[src/rtl/sipo_router_pkg.sv]
// Shared PMU definitions: datapath widths, transfer instruction encodings and decode.
package sipo_router_pkg;

  localparam int unsigned PMU_DATA_W = 128;
  localparam int unsigned PMU_MEM_W  = 32;
  localparam int unsigned INSTR_W    = 4;

  localparam logic [INSTR_W-1:0] INSTR_KEY     = 4'h0;
  localparam logic [INSTR_W-1:0] INSTR_MEM     = 4'h1;
  localparam logic [INSTR_W-1:0] INSTR_AES     = 4'h2;
  localparam logic [INSTR_W-1:0] INSTR_AES_MEM = 4'h3;

  // One-hot transfer target selected by an instruction.
  typedef struct packed {
    logic key;
    logic mem;
    logic aes;
    logic aes_mem;
  } xfer_sel_t;

  // Reserved encodings (instruction[3:2] != 0) select nothing.
  function automatic xfer_sel_t decode_instr(input logic [INSTR_W-1:0] instr);
    xfer_sel_t sel;
    sel = '0;
    case (instr)
      INSTR_KEY:     sel.key     = 1'b1;
      INSTR_MEM:     sel.mem     = 1'b1;
      INSTR_AES:     sel.aes     = 1'b1;
      INSTR_AES_MEM: sel.aes_mem = 1'b1;
      default:       sel         = '0;
    endcase
    return sel;
  endfunction

endpackage

[src/rtl/sipo_shreg.sv]
// Serial-in shift register; bits enter at the MSB and move toward the LSB.
module sipo_shreg
  import sipo_router_pkg::*;
#(
  parameter int unsigned W = PMU_DATA_W
) (
  input  logic         clk,
  input  logic         rst,
  input  logic         en,
  input  logic         hold,
  input  logic         data_i,
  output logic [W-1:0] q
);

  // After W shifts, the k-th received bit sits in q[k].
  always_ff @(posedge clk or posedge rst) begin
    if (rst) begin
      q <= '0;
    end else if (en && !hold) begin
      q <= {data_i, q[W-1:1]};
    end
  end

endmodule

[src/rtl/sipo_router.sv]
// PMU serial front end: collects a serial stream and routes it, on a send edge,
// to the key, memory-word or AES-block output registers.
module sipo_router
  import sipo_router_pkg::*;
#(
  parameter int unsigned DATA_W = PMU_DATA_W,
  parameter int unsigned MEM_W  = PMU_MEM_W
) (
  input  logic               clk,
  input  logic               rst,
  input  logic               en,
  input  logic               send,
  input  logic [INSTR_W-1:0] instruction,
  input  logic               data_i,
  input  logic [MEM_W-1:0]   mem_data_i,
  output logic [DATA_W-1:0]  aes_data_o,
  output logic [DATA_W-1:0]  key_data_o,
  output logic [MEM_W-1:0]   mem_data_o
);

  logic              send_d;
  logic              send_edge_c;
  logic [DATA_W-1:0] shift_q;
  xfer_sel_t         sel_c;
  logic [DATA_W-1:0] aes_next_c;
  logic [DATA_W-1:0] key_next_c;
  logic [MEM_W-1:0]  mem_next_c;

  assign send_edge_c = send & ~send_d;

  // A send edge freezes the shift register for that cycle and drops data_i.
  sipo_shreg #(
    .W (DATA_W)
  ) u_shreg (
    .clk    (clk),
    .rst    (rst),
    .en     (en),
    .hold   (send_edge_c),
    .data_i (data_i),
    .q      (shift_q)
  );

  // Next-value mux; untargeted outputs keep their contents.
  always_comb begin
    sel_c      = '0;
    aes_next_c = aes_data_o;
    key_next_c = key_data_o;
    mem_next_c = mem_data_o;
    if (send_edge_c) begin
      sel_c = decode_instr(instruction);
    end
    if (sel_c.key) begin
      key_next_c = shift_q;
    end
    if (sel_c.mem) begin
      mem_next_c = shift_q[DATA_W-1 -: MEM_W];
    end
    if (sel_c.aes) begin
      aes_next_c = shift_q;
    end else if (sel_c.aes_mem) begin
      aes_next_c = {mem_data_i, aes_data_o[DATA_W-1:MEM_W]};
    end
  end

  always_ff @(posedge clk or posedge rst) begin
    if (rst) begin
      send_d     <= 1'b0;
      aes_data_o <= '0;
      key_data_o <= '0;
      mem_data_o <= '0;
    end else begin
      send_d     <= send;
      aes_data_o <= aes_next_c;
      key_data_o <= key_next_c;
      mem_data_o <= mem_next_c;
    end
  end

endmodule

[config.mk]
export PLATFORM = sky130hd
export DESIGN_NAME = sipo_router
export DESIGN_NICKNAME = d
export VERILOG_FILES = /design/src/rtl/sipo_router_pkg.sv /design/src/rtl/sipo_shreg.sv /design/src/rtl/sipo_router.sv
export SDC_FILE = /design/constraint.sdc
export NUM_CORES = 1
export LEC_CHECK = 0
export BUFFER_PORTS_ARGS = -buffer_cell sky130_fd_sc_hd__buf_2
export CORE_ASPECT_RATIO = 0.7
export CORE_UTILIZATION = 55
export DETAILED_ROUTE_END_ITERATION = 8
export PLACE_DENSITY = 0.8
export SLEW_MARGIN = 0
export SYNTH_ARGS = -nofsm -noshare
export SYNTH_HDL_FRONTEND = slang
export SYNTH_SLANG_ARGS = --single-unit
export TNS_END_PERCENT = 20
[constraint.sdc]
create_clock -name clk -period 17.76 [get_ports clk]
set_clock_uncertainty 0.1 [all_clocks]
set_input_delay 4.44 -clock clk [delete_from_list [all_inputs] [get_ports clk]]
set_output_delay 4.44 -clock clk [all_outputs]
set_load 0.005 [all_outputs]
==> impl_metrics.json, run 1 <==
{
  "yosys-top-cells-area": "dfrtp_1, mux2_2, mux2i_1, a31oi_1, a21oi_1",
  "hold_path_depth": 1,
  "synth_cell_types": 15,
  "clock_power_share_pct": 34.8,
  "timing.hold.worst_endpoint": "key_data_o[47]",
  "rsz0062_at_grt": "no",
  "ant_nets": 0,
  "power.switching_fraction_pct": 27.9,
  "power-per-cell-area_nw_per_um2": 119,
  "layout_common_cells": "dfrtp_1, buf_2, mux2_2",
  "clock_insertion_delay_worst_skew_ns": 0.55,
  "crit_required_ns": 18.18,
  "floorplan.die_area_sq_um": 31400,
  "cts_resized": 0,
  "yosys.area.top_type_share_pct": 61.8,
  "post_cts_clock_slew_at_the_launch_and_capture_registers_of_the_worst_setup_and_hold_paths_ns": 0.06,
  "internal_power_w": 0.00173,
  "htree_num_levels": 2,
  "crit_path_start_kind": "input pin",
  "num_antenna_cells": 0,
  "tot_gr_track_use_pct": 28.1,
  "place.detailed.hpwl_um": 29400,
  "grt_overflow_total": 0,
  "yosys_synthesis_warning_count": 0,
  "dr.first_iter.drc_count": 886,
  "min_period_over_period_pct": 41.6,
  "num_vias": 11200,
  "p_switching_w": 0.000668,
  "postLayoutCoreUtil_pct": 66.6,
  "synth.net_count": 1240,
  "cts_hold_buffers": 0,
  "final-setup-viol-count": 0,
  "design.core.area_sq_um": 30100,
  "antenna_found_initial": 0,
  "sequential_power_share_pct": 50.5,
  "place_congestion": 0.817,
  "post_cts_buffers": 0,
  "maximum_number_of_pins_on_one_net_before_global_route_repair": 213,
  "synth.yosys.seq_area_share_pct": 61.8,
  "share_of_layout_cells_above_drive_strength_1_pct": 45.8,
  "final_critical_path_setup_slack_ns": 10.37,
  "fmaxAchievable_ghz": 0.135,
  "tritoncts": "done",
  "netlist_instances": 1199,
  "worst-r2r-setup-slack_ns": 14.56,
  "status": "completed",
  "detailedPlace.worstSlack_ns": 9.63,
  "relSlewSlack_pct": 30.2,
  "first_pass_grt_wire_length_um": 66800,
  "final_cell_area_sq_um": 20000,
  "reg2reg_to": "key_data_o[70]",
  "worst_hold_path_type": "reg -> reg",
  "dpl_cell_area_sq_um": 18800,
  "tritoncts.num_buffers": 40,
  "critPathArrivalTime_ns": 7.80,
  "comb_power_share_pct": 14.7,
  "final_common_cell": "dfrtp_1",
  "drt_pass1_iterations": 5,
  "synth-seq-cells": 417,
  "number_of_pins_exceeding_their_max_slew_limit_in_the_final_report": 0,
  "critPathCaptureType": "async pin",
  "cts.path.max_buffers": 3,
  "syn_area_sq_um": 16900,
  "core_rows": 53,
  "final-hold-violation-count": 0,
  "design.portCount": 329,
  "final.setup.tns_ns": 0,
  "via_count_of_the_first_global_routing_pass": 11000,
  "peakVddDrop_mv": 0.0848,
  "yosys.area.top_type": "dfrtp_1",
  "critical_path_peak_fanout": 124,
  "cts_sink_cnt": 417,
  "design.final.nets": 1521,
  "power_leakage_nw": 10.5,
  "max_slew.worst_pin.slew_ns": 1.05,
  "period_minus_slack_ns": 7.39,
  "critical_path_class": "in -> async",
  "worst_hold_slack_ns": 0.391,
  "remaining_drc_errors": 0,
  "timing.hold.worst.start": "key_data_o[47]",
  "detail_route.wirelength_um": 44100,
  "placement.io_buffers": 328,
  "max_cap_violations": 0,
  "die_y_um": 149,
  "fp.dieW_um": 211,
  "route.detailed.vias_per_inst": 5.85,
  "regToRegStartpoint": "send_d",
  "synth.avg_cell_area_sq_um": 14.1,
  "ff2ff_path_depth": 5,
  "initial_core_util_pct": 56.1,
  "drt-wirelength-per-cell_um": 23.0,
  "cts_root_buffer": "clkbuf_16",
  "area_growth_from_synthesis_to_layout_pct": 18.7
}
==> final cells by class <==
class                           instances  area [sq um]
Inverter                                2          15.0
Fill cell                            2203         10100
Sequential cell                       417         10400
Clock inverter                          9           113
Timing Repair Buffer                  342          1780
Clock buffer                           59          1160
Multi-Input combinational cell        677          6030
Tap cell                              412           515
==> worst max-delay path by stage <==
stage                     from         endpoint  slack, ns  cells past startpoint
after CTS                  rst   key_data_o[70]      10.17                      5
after detailed placement   rst    mem_data_o[7]       9.63                      5
after global placement     rst  aes_data_o[106]       9.67                      5
after global routing       rst   key_data_o[70]       9.72                      5
after floorplan            rst    aes_data_o[0]       1.61                      1
final                      rst    u_shreg.q[98]      10.37                      5
==> state kept, by name, indices dropped and copies added, names as in the netlist <==
signal,flops
u_shreg.q,128
mem_data_o,32
send_d,1
aes_data_o,128
key_data_o,128
==> metrics by stage <==
stage,total power (W),std cells
after floorplan,0.00136,1199
after global placement,0.00156,1850
after detailed placement,0.00157,1850
after CTS,0.00241,1918
after global routing,0.00249,1918
final,0.00239,1918
==> cell families after synthesis <==
family          count (synthesis)  share of synthesized area (%)
flops                         417                           61.8
mux                           416                           26.8
compound gates                257                           8.56
buf+inv                       105                           2.62
simple gates                    4                          0.230
==> worst max-delay path: stages <==
cell   delay, ns
buf_2       0.13
inv_8       0.52
buf_4       0.75
buf_4       0.86
buf_4       0.88
==> synth_stat cells <==
| cell type | n |
|---|---|
| dfrtp_1 | 417 |
| mux2_2 | 286 |
| a21oi_1 | 128 |
| a31oi_1 | 128 |
| mux2i_1 | 128 |
| clkbuf_1 | 58 |
| buf_2 | 39 |
| buf_1 | 6 |
| inv_1 | 2 |
| mux2_1 | 2 |
| nand2_1 | 1 |
| nand3b_1 | 1 |
| nor2_1 | 1 |
| nor4b_4 | 1 |
| o21ai_0 | 1 |
==> power by group through the flow <==
stage / sequential [W] / combinational [W] / clock (W)
6_report: 0.00121 / 0.000352 / 0.000833
5_1_grt: 0.00122 / 0.000387 / 0.000886
4_1_cts: 0.00121 / 0.000357 / 0.000849
3_5_place_dp: 0.00122 / 0.000353 / 0
3_3_place_gp: 0.00122 / 0.000340 / 0
2_1_floorplan: 0.00117 / 0.000187 / 0
==> layer usage <==
layer	track usage (%)	wire length, um	up-vias
li1	-	-	4996
met1	41.9	20000	5787
met2	41.2	20000	369
met3	6.48	3120	63
met4	8.41	1040	0
met5	0	0	-
No activity file was read; power rests on OpenSTA's default activity.
==> run 2: changes to the inputs <==
--- a/config.mk
+++ b/config.mk
@@ -5,11 +5,12 @@
 export SDC_FILE = /design/constraint.sdc
 export NUM_CORES = 1
 export LEC_CHECK = 0
+export ABC_AREA = 1
 export BUFFER_PORTS_ARGS = -buffer_cell sky130_fd_sc_hd__buf_2
 export CORE_ASPECT_RATIO = 0.7
-export CORE_UTILIZATION = 55
+export CORE_UTILIZATION = 50
 export DETAILED_ROUTE_END_ITERATION = 8
-export PLACE_DENSITY = 0.8
+export PLACE_DENSITY = 0.76
 export SLEW_MARGIN = 0
 export SYNTH_ARGS = -nofsm -noshare
 export SYNTH_HDL_FRONTEND = slang
==> constraint.sdc (replaced) <==
create_clock -name clk -period 6.55 [get_ports clk]
set_clock_uncertainty 0.1 [all_clocks]
set_input_delay 1.6375 -clock clk [delete_from_list [all_inputs] [get_ports clk]]
set_output_delay 1.6375 -clock clk [all_outputs]
set_load 0.005 [all_outputs]
==> run 2 against run 1 <==
Synthesized area up 4.1%. Register-to-register slack worse by 11 ns. Largest power group unchanged. Critical path type is now in -> reg. Highest routed layer is now met5. Critical endpoint is now mem_data_o[18]. Largest cell class unchanged. Die area up 14%.
==> impl_metrics.json, run 2 <==
{
  "worst-r2r-setup-slack_ns": 4.05,
  "initial_core_util_pct": 50.7,
  "yosys.area.top_type": "dfrtp_1",
  "internal_power_w": 0.00469,
  "num_vias": 14900,
  "syn_area_sq_um": 17600,
  "final.fill_count": 3189,
  "netlist_top_cells_count": "nand2_1, dfrtp_1, inv_1, nor2_1, o21ai_0",
  "tot_gr_track_use_pct": 28.3,
  "met2RoutedLength_um": 21800,
  "hold_path_depth": 2,
  "power.switching_fraction_pct": 30.1,
  "design.final.nets": 2487,
  "number_of_pins_exceeding_their_max_slew_limit_in_the_final_report": 0,
  "yosys_synthesis_warning_count": 0,
  "timing.critical_path.cells": "buf_4, nand2_1, nor2_2, buf_4, nand2_1, nand2_1",
  "peakVddDrop_mv": 0.157,
  "grt_overflow_total": 0,
  "num_antenna_cells": 0,
  "biggestRegsByFlops": "aes_data_o x128, key_data_o x128, u_shreg.q x128",
  "critPathCaptureType": "register",
  "power_leakage_nw": 11.9,
  "fmaxAchievable_ghz": 0.274,
  "final_critical_path_setup_slack_ns": 2.90,
  "fp.dieW_um": 226,
  "ant_nets": 0,
  "period_minus_slack_ns": 3.65,
  "edff_count_synth": 0,
  "critPathArrivalTime_ns": 4.02,
  "async_flop_share_pct": 100,
  "yosys-top-cells-area": "dfrtp_1, nand2_1, inv_1, nor2_1, o21ai_0",
  "dr.first_iter.drc_count": 1541,
  "ff2ff_path_depth": 5,
  "relSlewSlack_pct": 15.3,
  "netlist_instances": 2184,
  "cts.path.max_buffers": 3,
  "critical_path_peak_fanout": 65,
  "met1Wirelength_um": 23300,
  "post_cts_clock_slew_at_the_launch_and_capture_registers_of_the_worst_setup_and_hold_paths_ns": 0.06,
  "remaining_drc_errors": 0,
  "detail_route.wirelength_um": 49800,
  "die_y_um": 159,
  "path_common_cell": "nand2_1",
  "critPathSlowestCell": "nand2_1",
  "htree_num_levels": 2,
  "min_period_over_period_pct": 55.8,
  "place.detailed.hpwl_um": 34300,
  "cts_root_buffer": "clkbuf_16",
  "crit_path_start_kind": "input pin",
  "tritoncts.num_buffers": 41,
  "worst_hold_path_type": "reg -> reg",
  "layout_common_cells": "nand2_1, dfrtp_1, buf_2",
  "share_of_layout_cells_above_drive_strength_1_pct": 16.5,
  "maximum_number_of_pins_on_one_net_before_global_route_repair": 257,
  "synth.avg_cell_area_sq_um": 8.05,
  "synth-seq-cells": 417,
  "p_switching_w": 0.00202,
  "post_cts_buffers": 0,
  "route.detailed.vias_per_inst": 5.07,
  "max_cap_violations": 0,
  "power-per-cell-area_nw_per_um2": 324,
  "final-setup-viol-count": 0,
  "first_pass_grt_wire_length_um": 79500,
  "antenna_found_initial": 1,
  "final_common_cell": "nand2_1",
  "clock_power_share_pct": 33.5,
  "sequential_power_share_pct": 50.3,
  "synth_cell_types": 14,
  "max_slew.worst_pin.slew_ns": 1.27,
  "clock_insertion_delay_worst_skew_ns": 0.54,
  "core_rows": 57,
  "final-hold-violation-count": 0,
  "cts_resized": 0,
  "drt_pass1_iterations": 5,
  "detailedPlace.worstSlack_ns": 2.37,
  "totalPowerFinal_w": 0.00670,
  "rsz0062_at_grt": "no",
  "drt-wirelength-per-cell_um": 16.9,
  "synth.yosys.seq_area_share_pct": 59.3,
  "crit_required_ns": 6.92,
  "yosys.area.top_type_share_pct": 59.3,
  "routed-wl-met3_um": 3480,
  "via_count_of_the_first_global_routing_pass": 14300,
  "top_layer": "met5",
  "design.portCount": 329,
  "critical_path_class": "in -> reg",
  "tritoncts": "done",
  "area_growth_from_synthesis_to_layout_pct": 17.7,
  "place_congestion": 0.907,
  "placement.io_buffers": 328,
  "cts_hold_buffers": 0,
  "floorplan.die_area_sq_um": 35900,
  "synth.net_count": 2225,
  "yosys.cell_count.top_type": "nand2_1",
  "comb_power_share_pct": 16.2,
  "design.core.area_sq_um": 34700,
  "max_stage_delay_ns": 0.77,
  "synth_ff_type": "dfrtp_1",
  "status": "completed",
  "cts_sink_cnt": 417
}
-- run 2: kinds of logic (layout without fill, tap and decap cells) --
group           count (synthesis)  count (layout)  synth area share, %
buf+inv                       380             670                 8.87
flops                         417             417                 59.3
compound gates                289             289                 8.25
simple gates                 1098            1098                 23.5
-- run 2: layer usage --
layer  GRT usage, %  vias to the layer above
li1               -                     7106
met1           43.6                     7235
met2           41.6                      528
met3           4.64                       74
met4           7.46                        2
met5              0                        -
-- run 2: final timing paths --
| check | startpoint | end |
|---|---|---|
| worst max-delay path | instruction[0] | mem_data_o[18] |
| worst min-delay path | aes_data_o[24] | aes_data_o[24] |
| worst max register to register | send_d | key_data_o[47] |
| worst min register to register | aes_data_o[24] | aes_data_o[24] |
| max in group asynchronous | rst | key_data_o[96] |
| min in group asynchronous | rst | key_data_o[124] |
-- run 2: layout make-up --
| type | count | area [sq um] | area share, % |
|---|---|---|---|
| Clock buffer | 62 | 1190 | 5.77 |
| Inverter | 259 | 976 | 4.72 |
| Multi-Input combinational cell | 1387 | 5630 | 27.2 |
| Tap cell | 472 | 591 | 2.85 |
| Clock inverter | 9 | 55.1 | 0.266 |
| Timing Repair Buffer | 340 | 1810 | 8.74 |
| Sequential cell | 417 | 10400 | 50.4 |
-- run 2: stage by stage --
step                      hold slack, ns  utilization (%)  area [sq um]  TNS [ns]  cells
after floorplan                    0.372                -         17600   -338.21   2184
after global placement             0.359             56.1         19400         0   2875
after detailed placement           0.361             56.1         19400         0   2875
after CTS                          0.378             59.7         20700         0   2946
after global routing               0.396             59.7         20700         0   2946
final                              0.376             59.7         20700         0   2946
-- run 2: power groups by stage --
stage                     combinational, W  sequential [W]  clock [W]
after detailed placement           0.00109         0.00340          0
after CTS                          0.00109         0.00336    0.00228
final                              0.00108         0.00337    0.00225
after global routing               0.00125         0.00342    0.00238
after global placement             0.00105         0.00339          0
after floorplan                   0.000583         0.00332          0
-- run 2: worst max-delay path, delay by kind of cell --
kind          cells  cell delay (ns)
simple gates      4             1.45
buf+inv           2             0.92
==> run 3: changes to the inputs <==
--- a/config.mk
+++ b/config.mk
@@ -8,9 +8,9 @@
 export ABC_AREA = 1
 export BUFFER_PORTS_ARGS = -buffer_cell sky130_fd_sc_hd__buf_2
 export CORE_ASPECT_RATIO = 0.7
-export CORE_UTILIZATION = 50
+export CORE_UTILIZATION = 56
 export DETAILED_ROUTE_END_ITERATION = 8
-export PLACE_DENSITY = 0.76
+export PLACE_DENSITY = 0.8
 export SLEW_MARGIN = 0
 export SYNTH_ARGS = -nofsm -noshare
 export SYNTH_HDL_FRONTEND = slang
==> constraint.sdc (replaced) <==
create_clock -name clk -period 3.6 [get_ports clk]
set_clock_uncertainty 0.1 [all_clocks]
set_input_delay 0.9 -clock clk [delete_from_list [all_inputs] [get_ports clk]]
set_output_delay 0.9 -clock clk [all_outputs]
set_load 0.005 [all_outputs]
==> run 3 against run 2 <==
Register-to-register slack got worse by 2.6 ns. Largest power group unchanged. Non-clock buffer count increased by 17. Via count up 1.2%. Worst setup slack got worse by 1.6 ns. First-iteration DRC count is 11% higher. Cell area increased by 1.1%. Wire length fell by 0.39%.
==> impl_metrics.json, run 3 (synthesis results as in run 2) <==
{
  "cts_sink_cnt": 417,
  "period_minus_slack_ns": 2.28,
  "cts_root_buffer": "clkbuf_16",
  "critical_path_class": "in -> reg",
  "num_vias": 15100,
  "register_area_sq_um": 10400,
  "critPathCaptureType": "register",
  "critPathSlowestCell": "nand3_4",
  "via_count_of_the_first_global_routing_pass": 14200,
  "fp.dieW_um": 214,
  "power.switching_fraction_pct": 29.4,
  "sequential_power_share_pct": 49.3,
  "design.core.area_sq_um": 30400,
  "placement.io_buffers": 328,
  "post_cts_buffers": 0,
  "fmaxAchievable_ghz": 0.439,
  "remaining_drc_errors": 0,
  "place_congestion": 0.877,
  "biggestRegsByFlops": "aes_data_o x128, key_data_o x128, u_shreg.q x128",
  "relSlewSlack_pct": 45.1,
  "max_stage_delay_ns": 0.57,
  "area_growth_from_synthesis_to_layout_pct": 19.0,
  "multi_input_area_sq_um": 5630,
  "post_cts_clock_slew_at_the_launch_and_capture_registers_of_the_worst_setup_and_hold_paths_ns": 0.06,
  "design.final.nets": 2503,
  "first_pass_grt_wire_length_um": 77500,
  "place.detailed.hpwl_um": 35000,
  "dr.first_iter.drc_count": 1713,
  "core_rows": 53,
  "final-hold-violation-count": 0,
  "clock_insertion_delay_worst_skew_ns": 0.54,
  "comb_power_share_pct": 16.1,
  "peakVddDrop_mv": 0.356,
  "drt-wirelength-per-cell_um": 17.1,
  "timing.critical_path.cells": "buf_2, nor2_2, nand3_4, buf_12, nor2_1, nand2_1, nand2_1",
  "cts_hold_buffers": 0,
  "detail_route.wirelength_um": 49600,
  "antenna_found_initial": 0,
  "num_antenna_cells": 0,
  "path_common_cell": "nand2_1",
  "detailedPlace.worstSlack_ns": 0.816,
  "route.detailed.vias_per_inst": 5.22,
  "power-per-cell-area_nw_per_um2": 596,
  "crit_required_ns": 3.96,
  "crit_path_start_kind": "input pin",
  "critPathArrivalTime_ns": 2.64,
  "worst_hold_path_type": "in -> async",
  "internal_power_w": 0.00880,
  "initial_core_util_pct": 57.8,
  "layout_common_cells": "nand2_1, dfrtp_1, buf_2",
  "htree_num_levels": 2,
  "grt_overflow_total": 0,
  "floorplan.die_area_sq_um": 32100,
  "design.portCount": 329,
  "final-setup-viol-count": 0,
  "max_slew.worst_pin.slew_ns": 0.824,
  "rsz0062_at_grt": "no",
  "p_switching_w": 0.00366,
  "cts.path.max_buffers": 3,
  "postLayoutCoreUtil_pct": 68.8,
  "final_common_cell": "nand2_1",
  "maximum_number_of_pins_on_one_net_before_global_route_repair": 133,
  "drt_pass1_iterations": 6,
  "status": "completed",
  "clock_power_share_pct": 34.6,
  "tot_gr_track_use_pct": 31.5,
  "max_cap_violations": 0,
  "power_leakage_nw": 12.0,
  "die_y_um": 150,
  "tritoncts.num_buffers": 40,
  "final.fill_count": 2401,
  "ant_nets": 0,
  "critical_path_peak_fanout": 47,
  "number_of_pins_exceeding_their_max_slew_limit_in_the_final_report": 0,
  "min_period_over_period_pct": 63.2,
  "share_of_layout_cells_above_drive_strength_1_pct": 17.1,
  "cts_resized": 0,
  "tritoncts": "done",
  "final_critical_path_setup_slack_ns": 1.32
}
[run 3: path summary, 6_finish.rpt]
path	start	endpoint	slack [ns]	cells past startpoint
max	instruction[3]	aes_data_o[123]	1.32	7
min	rst	u_shreg.q[117]	0.25	2
max reg2reg	send_d	aes_data_o[123]	1.47	6
min reg2reg	key_data_o[50]	key_data_o[50]	0.38	2
max in group asynchronous	rst	key_data_o[53]	2.14	4
min in group clk	key_data_o[50]	key_data_o[50]	0.38	2
[run 3: worst max-delay path, delay by kind of cell]
family | cells | cell delay [ns]
AND/OR/NAND/NOR | 5 | 1.19
buffers and inverters | 2 | 0.53
[run 3: power groups by stage]
stage / Sequential [W] / Clock, W / Combinational, W
after global placement: 0.00616 / 0 / 0.00192
after CTS: 0.00611 / 0.00438 / 0.00202
after detailed placement: 0.00618 / 0 / 0.00200
after global routing: 0.00622 / 0.00456 / 0.00229
final: 0.00614 / 0.00432 / 0.00201
after floorplan: 0.00603 / 0 / 0.00106
[run 3: layout make-up]
cell class,instances,share of cell area (%)
Clock buffer,57,5.62
Clock inverter,9,0.741
Inverter,259,4.66
Multi-Input combinational cell,1387,26.9
Sequential cell,417,49.9
Tap cell,412,2.46
Timing Repair Buffer,357,9.73
[run 3: layer usage]
metal	vias to the layer above	wire length, um	GRT usage, %
met1	7251	21800	46.7
met5	-	0	0
met3	91	4710	6.59
li1	7129	-	-
met4	0	1520	10.3
met2	651	21600	46.2
[run 3: through the flow]
stage / hold slack [ns] / TNS [ns] / power [W] / cells / instance area (sq um)
after floorplan: 0.372 / -1260.82 / 0.00709 / 2184 / 17600
after global placement: 0.360 / 0 / 0.00809 / 2832 / 19600
after detailed placement: 0.363 / 0 / 0.00818 / 2832 / 19600
after CTS: 0.234 / 0 / 0.0125 / 2898 / 20900
after global routing: 0.247 / 0 / 0.0131 / 2898 / 20900
final: 0.249 / 0 / 0.0125 / 2898 / 20900
